$ cat config.mk
export PLATFORM = sky130hd
export DESIGN_NAME = sensor_scheduler
export DESIGN_NICKNAME = d
export VERILOG_FILES = /design/src/rtl/sched_pkg.sv /design/src/rtl/echo_meter.sv /design/src/rtl/sensor_scheduler.sv
export SDC_FILE = /design/constraint.sdc
export NUM_CORES = 1
export LEC_CHECK = 0
export BUFFER_PORTS_ARGS = -buffer_cell sky130_fd_sc_hd__buf_4
export CAP_MARGIN = 5
export CORE_AREA = 2 2 153 155
export CTS_CLUSTER_SIZE = 14
export DETAILED_ROUTE_END_ITERATION = 10
export DIE_AREA = 0 0 155 157
export HOLD_SLACK_MARGIN = 0.12
export PLACE_DENSITY_LB_ADDON = 0.3
export SETUP_SLACK_MARGIN = 0.05
export SLEW_MARGIN = 20
export SYNTH_ARGS = -nofsm -noshare
export SYNTH_HDL_FRONTEND = slang
export SYNTH_SLANG_ARGS = --single-unit
$ cat constraint.sdc
create_clock -name clk_i -period 2.03 [get_ports clk_i]
set_input_delay 0.406 -clock clk_i [delete_from_list [all_inputs] [get_ports clk_i]]
set_output_delay 0.406 -clock clk_i [all_outputs]
set_load 0.01 [all_outputs]
$ cat src/rtl/sched_pkg.sv
// sched_pkg: state encoding, fault bit positions and default timing constants for sensor_scheduler
package sched_pkg;
  typedef enum logic [2:0] {IDLE, TRIG, ECHO_WAIT, ECHO_MEAS, MPU_REQ, MPU_WAIT, GAP} state_e;
  localparam int FLT_ECHO = 0;
  localparam int FLT_MPU = 1;
  localparam int DEF_PERIOD_CYC = 3_000_000;
  localparam int DEF_TRIG_CYC = 500;
  localparam int DEF_ECHO_TIMEOUT_CYC = 1_200_000;
  localparam int DEF_ECHO_NEAR_CYC = 29_000;
  localparam int DEF_MPU_TIMEOUT_CYC = 100_000;
  localparam int DEF_CW = 22;
endpackage

$ cat src/rtl/echo_meter.sv
// echo_meter: synchronises echo, detects its edges, times the pulse width and flags the echo timeout
module echo_meter
  import sched_pkg::*;
#(
  parameter int CW = DEF_CW,
  parameter int TIMEOUT_CYC = DEF_ECHO_TIMEOUT_CYC
) (
  input  logic          clk_i,
  input  logic          rst_ni,
  input  logic          echo_i,
  input  logic          wait_i,
  input  logic          meas_i,
  output logic          rise_o,
  output logic          meas_done_o,
  output logic          timeout_o,
  output logic [CW-1:0] width_o
);
  logic meta_q, echo_s_q, echo_p_q;
  logic [CW-1:0] sc_q, sc_d, wc_q, wc_d;
  assign rise_o = wait_i & echo_s_q & ~echo_p_q;
  assign meas_done_o = meas_i & ~echo_s_q & echo_p_q;
  assign timeout_o = (wait_i | meas_i) && sc_q == CW'(TIMEOUT_CYC);
  assign width_o = wc_q;
  assign sc_d = (wait_i | meas_i) ? sc_q + 1'b1 : '0;
  assign wc_d = rise_o ? CW'(1) : (meas_i && wc_q != '1) ? wc_q + 1'b1 : wc_q;
  // two-flop synchroniser plus one history flop for edge detection
  always_ff @(posedge clk_i or negedge rst_ni)
    if (!rst_ni) begin
      meta_q <= 1'b0;
      echo_s_q <= 1'b0;
      echo_p_q <= 1'b0;
    end else begin
      meta_q <= echo_i;
      echo_s_q <= meta_q;
      echo_p_q <= echo_s_q;
    end
  // timeout counter runs from trig fall; width counter saturates
  always_ff @(posedge clk_i or negedge rst_ni)
    if (!rst_ni) begin
      sc_q <= '0;
      wc_q <= '0;
    end else begin
      sc_q <= sc_d;
      wc_q <= wc_d;
    end
endmodule

$ cat src/rtl/sensor_scheduler.sv
// sensor_scheduler: per-frame ultrasonic ranging then one MPU read; SCHED_NEAR_FILTER_EN debounces near over two frames
module sensor_scheduler
  import sched_pkg::*;
#(
  parameter int PERIOD_CYC = DEF_PERIOD_CYC,
  parameter int TRIG_CYC = DEF_TRIG_CYC,
  parameter int ECHO_TIMEOUT_CYC = DEF_ECHO_TIMEOUT_CYC,
  parameter int ECHO_NEAR_CYC = DEF_ECHO_NEAR_CYC,
  parameter int MPU_TIMEOUT_CYC = DEF_MPU_TIMEOUT_CYC,
  parameter int CW = DEF_CW
) (
  input  logic          clk_i,
  input  logic          rst_ni,
  input  logic          enable_i,
  input  logic          fast_i,
  input  logic          echo_i,
  output logic          trig_o,
  output logic          mpu_start_o,
  input  logic          mpu_done_i,
  output logic [CW-1:0] dist_cyc_o,
  output logic          dist_valid_o,
  output logic          near_o,
  output logic          mpu_valid_o,
  output logic [1:0]    fault_o,
  output logic          busy_o
);
  localparam logic [CW-1:0] LIM = CW'(PERIOD_CYC - 1);
  localparam logic [CW-1:0] LIM_F = CW'(PERIOD_CYC / 8 - 1);
  localparam logic [CW-1:0] TRIG_LAST = CW'(TRIG_CYC - 1);
  localparam logic [CW-1:0] ECHO_TO = CW'(ECHO_TIMEOUT_CYC);
  localparam logic [CW-1:0] MPU_TO = CW'(MPU_TIMEOUT_CYC);
  localparam logic [CW-1:0] NEAR_TH = CW'(ECHO_NEAR_CYC);
  state_e state_q;
  logic [CW-1:0] fc_q, sc_q, dist_q, width;
  logic [1:0] fault_q;
  logic trig_q, start_q, dv_q, near_q, mv_q, fast_q, ovr_q;
  logic rise, meas_done, timeout, wrap, mpu_end, frame_end, start, near_raw, near_d;
  echo_meter #(.CW(CW), .TIMEOUT_CYC(ECHO_TIMEOUT_CYC)) u_echo (
    .clk_i(clk_i),
    .rst_ni(rst_ni),
    .echo_i(echo_i),
    .wait_i(state_q == ECHO_WAIT),
    .meas_i(state_q == ECHO_MEAS),
    .rise_o(rise),
    .meas_done_o(meas_done),
    .timeout_o(timeout),
    .width_o(width)
  );
  assign wrap = fc_q == (fast_q ? LIM_F : LIM);
  assign mpu_end = state_q == MPU_WAIT && (mpu_done_i || sc_q == MPU_TO);
  assign frame_end = (wrap && (state_q == GAP || mpu_end)) || (mpu_end && ovr_q);
  assign start = enable_i && (state_q == IDLE || frame_end);
  assign near_raw = meas_done && width < NEAR_TH;
`ifdef SCHED_NEAR_FILTER_EN
  logic cand_q;
  // last raw verdict; near only moves once two consecutive frames agree
  always_ff @(posedge clk_i or negedge rst_ni)
    if (!rst_ni) cand_q <= 1'b0;
    else if (meas_done || timeout) cand_q <= near_raw;
  assign near_d = (near_raw == cand_q) ? near_raw : near_q;
`else
  assign near_d = near_raw;
`endif
  // frame sequencer with registered outputs; a late sequence skips GAP and starts the next frame directly
  always_ff @(posedge clk_i or negedge rst_ni)
    if (!rst_ni) begin
      state_q <= IDLE;
      fc_q <= '0;
      sc_q <= '0;
      dist_q <= '0;
      fault_q <= '0;
      trig_q <= 1'b0;
      start_q <= 1'b0;
      dv_q <= 1'b0;
      near_q <= 1'b0;
      mv_q <= 1'b0;
      fast_q <= 1'b0;
      ovr_q <= 1'b0;
    end else begin
      dv_q <= 1'b0;
      mv_q <= 1'b0;
      start_q <= 1'b0;
      if (state_q != IDLE) begin
        fc_q <= wrap ? '0 : fc_q + 1'b1;
        if (wrap && state_q != GAP) ovr_q <= 1'b1;
      end
      case (state_q)
        TRIG:
          if (sc_q == TRIG_LAST) begin
            state_q <= ECHO_WAIT;
            trig_q <= 1'b0;
            sc_q <= '0;
          end else sc_q <= sc_q + 1'b1;
        ECHO_WAIT, ECHO_MEAS:
          if (meas_done || timeout) begin
            dist_q <= meas_done ? width : ECHO_TO;
            fault_q[FLT_ECHO] <= ~meas_done;
            near_q <= near_d;
            dv_q <= 1'b1;
            state_q <= MPU_REQ;
          end else if (rise) state_q <= ECHO_MEAS;
        MPU_REQ: begin
          start_q <= 1'b1;
          sc_q <= '0;
          state_q <= MPU_WAIT;
        end
        MPU_WAIT:
          if (mpu_end) begin
            mv_q <= mpu_done_i;
            fault_q[FLT_MPU] <= ~mpu_done_i;
            state_q <= GAP;
          end else sc_q <= sc_q + 1'b1;
        default: ;
      endcase
      if (start) begin
        state_q <= TRIG;
        trig_q <= 1'b1;
        sc_q <= '0;
        fc_q <= '0;
        fast_q <= fast_i;
        ovr_q <= 1'b0;
      end else if (frame_end) begin
        state_q <= IDLE;
        fc_q <= '0;
        ovr_q <= 1'b0;
      end
    end
  assign trig_o = trig_q;
  assign mpu_start_o = start_q;
  assign dist_cyc_o = dist_q;
  assign dist_valid_o = dv_q;
  assign near_o = near_q;
  assign mpu_valid_o = mv_q;
  assign fault_o = fault_q;
  assign busy_o = state_q != IDLE;
endmodule

==> results.toml, run 1 <==
[critical_path]
cp.required_ns = 2.34
path_class = "reg -> reg"
r2r_cells = 9
r2r_slack_ns = -0.17
start_kind = "flip-flop"
worst-path-max-fanout = 7
cp-end-kind = "flip-flop"
cp-startpoint = "sc_q[8]"
critical_path_arrival_ns = 2.51
crit_end = "state_q[2]"
reg2reg_from = "sc_q[8]"
rr_endpoint = "state_q[2]"

[yosys]
synth_most_common_cell = "dfrtp_1"
synthAdderAreaFrac = 0.0149
yosysWarnings = 0
synth-edff-count = 0
synth-seq-area-share = 0.464
synthTopCellsByArea = "dfrtp_1 (46%), nand3_1 (3.1%), xnor2_1 (3.1%)"
synth_xor_area_frac = 0.0585
synth_top_family_by_area = "simple AND/OR/NAND/NOR gates"
synth_top_cell_area_share = 0.464
netlist_area_um2 = 6740
synth_cells = 691
synth_compound_area_frac = 0.146
ys_ff_latch = 125
yosys.area.top_type = "dfrtp_1"
synth.cells.most_frequent = "dfrtp_1 (125), nor2_1 (52), nand2_1 (50), nand3_1 (42), a21oi_1 (37)"
syn-num-nets = 705
async_flop_share = 1.00
synth-simple-area-share = 0.258
synthMuxAreaShare = 0.0167
syn_area_per_cell_um2 = 9.75
synth_flop_cell = "dfrtp_1"
netlist-cell-type-count = 69

[worst_hold_path]
worstHoldPathType = "in -> reg"

[cts]
clkSinkCount = 125
tritoncts = "yes"
clk_latency_ns = 0.43
numCtsBuffers = 17
htree_levels = 4
cts_root_buf = "clkbuf_16"
clk_pin_slew_ns = 0.06
clock_path_buffers = 2

[sta]
finalCriticalPeriod_ns = 2.20
slew-limit-headroom = 0.650
hold_viol = 0
skew_ns = 0.0122
final-max-slew-violation-count = 0
fin_crit_sh = 1.08
setup_violations = 43
worst_hold_slack_ns = 0.243
worst_slack_ns = -0.171
tns_ns = -2.66
tightest_slew_ns = 0.524
fmax_mhz = 454
rsz0062_at_grt = "yes"

[power]
p_per_area_nw_per_um2 = 1080
irDropWorstVdd_mv = 0.605
p_leak_nw = 4.43

[die]
die-area_um2 = 24300
die_y_um = 157
fp.coreArea_um2 = 22500
initial_core_util = 0.299
dieWidth_um = 155
io_pins = 36
rows = 55

[cells_and_area]
areaGrowthSynthToFinish_pct = 49.9
nets = 906
diodes = 0
final_layout_size_suffix_gt1_frac = 0.402
final_area_um2 = 10100

[grt]
grt_use_total = 0.154
grt_pass1_wl_um = 29700
antenna_found_initial = 0
grt_pass1_vias = 5915
overflow = 0
grt_max_degree = 35

[place]
portBuffers = 35
place_area_um2 = 8390
dpl.hpwl_um = 12300
gp_congestion = 0.831

[outcome]
status = "finished, violations left"
violations = "setup timing"

[drt]
drtIter0Drc = 304
vias_per_cell = 5.09
drt_wl_total_um = 18900
firstDrtPassIters = 4
num_vias = 6057
drc_errors = 0
wl_per_cell_um = 15.8
ant_nets = 0

[run]
maxCapViolCount = 0
-- layout make-up --
cell class                      count  area [µm²]
Fill cell                        2086       12400
Multi-Input combinational cell    512        3960
Sequential cell                   125        3130
Timing Repair Buffer              216        1930
Clock buffer                       18         429
Tap cell                          285         357
Clock inverter                     14         208
Inverter                           20        77.6
-- worst min path at each step --
| stage | startpoint | end | slack [ns] | cells after the start |
|---|---|---|---|---|
| 4_1_cts | fast_i | fast_q | 0.22 | 2 |
| 2_1_floorplan | rst_ni | dist_cyc_o[0] | 0.11 | 0 |
| 5_1_grt | fast_i | fast_q | 0.23 | 2 |
| 6_report | fast_i | fast_q | 0.24 | 2 |
| 3_3_place_gp | u_echo.meta_q | u_echo.echo_s_q | 0.33 | 0 |
| 3_5_place_dp | rst_ni | sc_q[7] | 0.34 | 1 |
-- report_power, final --
| group | leakage [nW] | internal, mW | switching, mW |
|---|---|---|---|
| Combinational | 2.45 | 2.20 | 2.24 |
| Sequential | 1.68 | 2.87 | 0.257 |
| Clock | 0.304 | 2.08 | 1.24 |
-- layout by cell type, fill, tap and decap left out, types with 7 or more instances in the layout --
cell	netlist	layout
a211oi_2	0	7
a21oi_1	37	20
a21oi_2	1	17
a22o_1	17	17
and2_1	27	25
and3_1	17	15
buf_12	0	13
buf_4	2	175
buf_6	7	21
clkbuf_16	0	18
dfrtp_1	125	122
inv_1	19	17
mux2i_1	9	9
nand2_1	50	45
nand3_1	42	40
nand4_1	27	27
nand4b_1	7	7
nor2_1	52	48
nor3_1	12	8
nor4_4	0	8
o21ai_0	33	17
o21ai_1	1	9
o21ai_2	0	8
or4_4	2	9
xnor2_1	24	23
xor2_1	21	20
-- cell families (layout without fill, tap and decap cells) --
kind of cell	after synthesis	in the layout
AND/OR/NAND/NOR	305	305
AO/OA/AOI/OAI	143	143
flip-flops	125	125
buffers and inverters	54	268
XOR/XNOR	45	45
multiplexers	11	11
adder cells (fa/ha/maj)	8	8
-- worst max-delay path, stage by stage (launching register included) --
cell and delay [ns]:
dfrtp_1 0.37, buf_4 0.16, nor4b_4 0.37, buf_4 0.20
a31oi_4 0.13, buf_6 0.15, a22oi_2 0.27, buf_4 0.19
a21oi_1 0.07, o21ba_1 0.18
-- timing repair --
item / in CTS / in global routing
gates cloned: 3 / 2
hold endpoints to repair: 30 / 0
pin swaps: 30 / 48
hold buffers: 2 / 0
setup buffers: 20 / 20
gates resized for setup: 55 / 103
setup endpoints to repair: 71 / 93
-- sequential cells by signal (all words and copies together) (netlist names) --
register         count
dist_cyc_o          22
fc_q                22
sc_q                22
u_echo.sc_q         22
u_echo.width_o      22
state_q              3
fault_o              2
dist_valid_o         1
fast_q               1
mpu_start_o          1
mpu_valid_o          1
near_o               1
ovr_q                1
trig_o               1
u_echo.echo_p_q      1
u_echo.echo_s_q      1
u_echo.meta_q        1
-- routing by layer --
metal  vias up  GRT usage  part of all wire
met1      2964      0.196              0.45
li1       2956          -                 -
met3        19     0.0308             0.038
met2       118      0.261              0.49
met4         0     0.0525             0.016
met5         -          0                 0
-- metrics by stage --
stage	power [mW]	instances	util	worst slack (ns)
detailed placement	6.67	1114	0.373	-0.142
global placement	6.65	1114	0.373	-0.166
CTS	10.5	1170	0.423	-0.103
finish	10.9	1190	0.449	-0.171
global route	11.5	1190	0.449	-0.269
floorplan	5.12	691	-	-0.0769
(Power assumes the default switching activity.)
==> inputs of run 2 (changes only) <==
Settings changed: MAX_ROUTING_LAYER set to met4.
==> results.toml, run 2 (synthesis gave the netlist of run 1 again) <==
[outcome]
status = "finished, violations left"
violations = "setup timing"

[cells_and_area]
final_common_cell = "buf_4"
final_layout_size_suffix_gt1_frac = 0.432
nets = 911
diodes = 0
layout_common_cells = "buf_4 (176), dfrtp_1 (120), nor2_1 (44)"
areaGrowthSynthToFinish_pct = 53.2
final_area_um2 = 10300

[run]
maxCapViolCount = 0

[critical_path]
reg2reg_from = "sc_q[0]"
worst-path-max-fanout = 6
path_class = "reg -> reg"
cp.required_ns = 2.38
critical_path_arrival_ns = 2.56
cp-end-kind = "flip-flop"
start_kind = "flip-flop"
cp-startpoint = "sc_q[0]"

[cts]
cts_root_buf = "clkbuf_16"
clk_pin_slew_ns = 0.06
clkSinkCount = 125
tritoncts = "yes"
numCtsBuffers = 17
clk_latency_ns = 0.43
htree_levels = 4
clock_path_buffers = 2

[drt]
vias_per_cell = 5.16
num_vias = 6161
drt_wl_total_um = 19500
drc_errors = 0
firstDrtPassIters = 5
drtIter0Drc = 346
wl_per_cell_um = 16.3
ant_nets = 0

[power]
intPower_mw = 7.37
p_leak_nw = 4.50
p_clk_frac = 0.295
sequentialPowerShare = 0.280
irDropWorstVdd_mv = 0.613
p_per_area_nw_per_um2 = 1090
power_switching_mw = 3.91
power.share.switching = 0.346
p_comb_frac = 0.425

[sta]
rsz0062_at_grt = "yes"
skew_ns = 0.0109
tightest_slew_ns = 0.532
worst_hold_slack_ns = 0.239
fmax_mhz = 452
finalCriticalPeriod_ns = 2.21
setup_violations = 42
hold_viol = 0
slew-limit-headroom = 0.644
fin_crit_sh = 1.09
worst_slack_ns = -0.183
final-max-slew-violation-count = 0

[die]
dieWidth_um = 155
io_pins = 36
fp.coreArea_um2 = 22500
rows = 55
initial_core_util = 0.299
die_y_um = 157
die-area_um2 = 24300

[grt]
grt_pass1_vias = 5906
antenna_found_initial = 0
grt_use_total = 0.158
grt_pass1_wl_um = 29700
overflow = 0
grt_max_degree = 35

[place]
gp_congestion = 0.844
portBuffers = 35
place_area_um2 = 8390
dp_slack_ns = -0.142
dpl.hpwl_um = 12300

[worst_hold_path]
hp-start = "fast_i"
worstHoldPathType = "in -> reg"
[run 2: cell types whose count changed in the layout (fill, tap and decap cells not counted), sizes merged]
cell / previous run / this run
clkbuf: 19 / 22
buf: 213 / 215
[run 2: worst max-delay path, cell delays in order, from the launching register on]
cell and delay [ns]:
dfrtp_1 0.36, inv_2 0.04, ha_2 0.17, nand4_1 0.12
nor2_2 0.06, buf_6 0.12, a31oi_4 0.29, o21ai_4 0.14
buf_12 0.17, or4_1 0.51, a21oi_1 0.15
[run 2: power groups by stage]
stage | combinational [mW] | sequential, mW | clock [mW]
6_report | 4.79 | 3.16 | 3.33
5_1_grt | 5.12 | 3.22 | 3.51
3_3_place_gp | 3.47 | 3.18 | 0
3_5_place_dp | 3.49 | 3.18 | 0
2_1_floorplan | 1.85 | 3.26 | 0
4_1_cts | 3.96 | 3.13 | 3.40
[run 2: final timing paths]
kind	depth (start not counted)	slack [ns]	end
max in group asynchronous	3	1.01	u_echo.sc_q[3]
min reg2reg	0	0.35	u_echo.echo_s_q
min in group asynchronous	2	0.45	sc_q[16]
max	10	-0.18	sc_q[18]
min	2	0.24	fast_q
max reg2reg	10	-0.18	sc_q[18]
[run 2: metrics by stage]
step | cells | setup TNS, ns | util | power (mW)
finish | 1195 | -3.26 | 0.459 | 11.3
global route | 1195 | -7.01 | 0.459 | 11.8
CTS | 1170 | -2.17 | 0.423 | 10.5
detailed placement | 1114 | -4.30 | 0.373 | 6.67
global placement | 1114 | -2.97 | 0.373 | 6.65
floorplan | 691 | -0.0769 | - | 5.12
[run 2: what timing repair did]
item / in CTS / in global routing
setup endpoints to repair: 71 / 93
pin swaps: 30 / 71
buffers inserted: 20 / 24
resized for setup: 55 / 145
hold buffers: 2 / 0
gates cloned: 3 / 5
hold endpoints to repair: 30 / 0
[run 2: metal layers]
layer  share of wire  track usage
met1            0.45        0.196
met2            0.49        0.261
met3           0.038       0.0306
met4           0.015       0.0525
met5               0            -
[run 2: cell type report]
class,instances,area [µm²]
multi-input combinational,512,4100
sequential,125,3130
inverter,20,77.6
timing repair buffer,221,2020
clock inverter,14,208
tap,285,357
clock buffer,18,429
fill,2065,12200
==> inputs of run 3 (changes only) <==
Settings changed: CORE_AREA 2 2 153 155 to 2 2 142 144, DIE_AREA 0 0 155 157 to 0 0 144 146.
Clock period 2.03 ns to 2.64 ns, I/O delays scaled along.
==> results.toml, run 3 (synthesis gave the netlist of run 1 again) <==
[cells_and_area]
multi_input_area_um2 = 3330
final_area_um2 = 8030
post-route-util = 0.415
nets = 758
register_area_um2 = 3130
diodes = 0
areaGrowthSynthToFinish_pct = 19.2
nFillCells = 1919
final_common_cell = "dfrtp_1"
layout_common_cells = "dfrtp_1 (125), buf_4 (63), nor2_1 (52)"
final_layout_size_suffix_gt1_frac = 0.159

[critical_path]
r2r_slack_ns = 0.25
r2r_cells = 9
cp-end-kind = "primary output"
cp-startpoint = "state_q[1]"
rr_endpoint = "sc_q[15]"
reg2reg_from = "sc_q[0]"
cp.required_ns = 2.11
path_class = "reg -> out"
critical_path_arrival_ns = 1.96
crit_end = "busy_o"
worst-path-max-fanout = 13
start_kind = "flip-flop"

[sta]
setup_violations = 0
tns_ns = 0
tightest_slew_ns = 0.710
rsz0062_at_grt = "no"
final-max-slew-violation-count = 0
fin_crit_sh = 0.943
hold_viol = 0
finalCriticalPeriod_ns = 2.49
fmax_mhz = 402
skew_ns = 0.0104
worst_hold_slack_ns = 0.207
slew-limit-headroom = 0.525

[cts]
clk_latency_ns = 0.43
clkSinkCount = 125
htree_levels = 4
postCtsSetupRepairBufs = 0
cts_root_buf = "clkbuf_16"
clk_pin_slew_ns = 0.06
tritoncts = "yes"
clock_path_buffers = 2
numCtsBuffers = 17

[power]
power.share.switching = 0.354
p_comb_frac = 0.290
p_per_area_nw_per_um2 = 874
power.total_mw = 7.02
p_leak_nw = 3.40
irDropWorstVdd_mv = 0.546
intPower_mw = 4.53
p_clk_frac = 0.352
power_switching_mw = 2.49
sequentialPowerShare = 0.358

[drt]
drtIter0Drc = 381
drt_wl_total_um = 15600
vias_per_cell = 5.25
num_vias = 5365
firstDrtPassIters = 5
ant_nets = 0
wl_per_cell_um = 15.2
drc_errors = 0

[die]
dieWidth_um = 144
initial_core_util = 0.348
io_pins = 36
fp.coreArea_um2 = 19300
die-area_um2 = 21000
die_y_um = 146
rows = 51

[grt]
grt_max_degree = 50
grt_use_total = 0.161
overflow = 0
grt_pass1_wl_um = 26300
antenna_found_initial = 0
grt_pass1_vias = 5149

[place]
portBuffers = 35
dpl.hpwl_um = 10400
gp_congestion = 0.812
place_area_um2 = 7390

[worst_hold_path]
worstHoldPathType = "in -> reg"

[run]
maxCapViolCount = 0

[outcome]
status = "finished clean"
-- run 3: changes by cell type in the layout (fill, tap and decap cells not counted), moves of 11 or more --
| cell | before | now |
|---|---|---|
| buf_4 | 176 | 63 |
| a21oi_1 | 15 | 37 |
| a21oi_2 | 22 | 1 |
| nand2_1 | 39 | 50 |
| buf_6 | 22 | 2 |
| o21ai_0 | 15 | 33 |
-- run 3: final cells by class --
class                   instances  area share
repair buffers                 68      0.0679
clock buffers                  17      0.0530
flip-flops and latches        125       0.390
inverters                      20     0.00935
clock inverters                15      0.0245
well taps                     265      0.0413
multi-input cells             512       0.414
-- run 3: worst min path at each step --
stage / to / slack [ns] / startpoint / depth (start not counted)
2_1_floorplan: dist_cyc_o[0] / 0.23 / rst_ni / 0
4_1_cts: u_echo.meta_q / 0.19 / echo_i / 1
5_1_grt: u_echo.meta_q / 0.19 / echo_i / 1
3_3_place_gp: u_echo.echo_s_q / 0.33 / u_echo.meta_q / 0
6_report: u_echo.meta_q / 0.21 / echo_i / 1
3_5_place_dp: u_echo.echo_s_q / 0.34 / u_echo.meta_q / 0
-- run 3: power by group through the flow --
| stage | logic [mW] | registers (mW) | clock network [mW] |
|---|---|---|---|
| global route | 2.28 | 2.56 | 2.61 |
| floorplan | 1.37 | 2.51 | 0 |
| detailed placement | 2.02 | 2.54 | 0 |
| CTS | 2.04 | 2.51 | 2.52 |
| global placement | 2.00 | 2.54 | 0 |
| finish | 2.03 | 2.51 | 2.47 |
-- run 3: stage by stage --
step	setup slack (ns)	std cells
finish	0.150	1022
global route	0.0521	1022
CTS	0.0789	1021
detailed placement	0.103	988
global placement	0.140	988
floorplan	0.389	691
-- run 3: critical path, cell delays in order (launching register included) --
cell and delay, ns:
dfrtp_1 0.40, buf_4 0.19, nor3_1 0.40, buf_4 0.26
inv_1 0.13, buf_4 0.17
-- run 3: routing by layer --
| layer | routed length (µm) | global-route usage | part of all wire | up-vias |
|---|---|---|---|---|
| met5 | 0 | - | 0 | - |
| met2 | 7100 | 0.238 | 0.46 | 110 |
| li1 | - | - | - | 2653 |
| met4 | 197 | 0.0578 | 0.013 | 0 |
| met3 | 618 | 0.0322 | 0.040 | 18 |
| met1 | 7650 | 0.219 | 0.49 | 2584 |
-- run 3: timing repair --
item                       in CTS  in global routing
resized for setup               0                  1
setup endpoints to repair       0                  2
hold endpoints to repair       45                  0
hold buffers                    1                  0
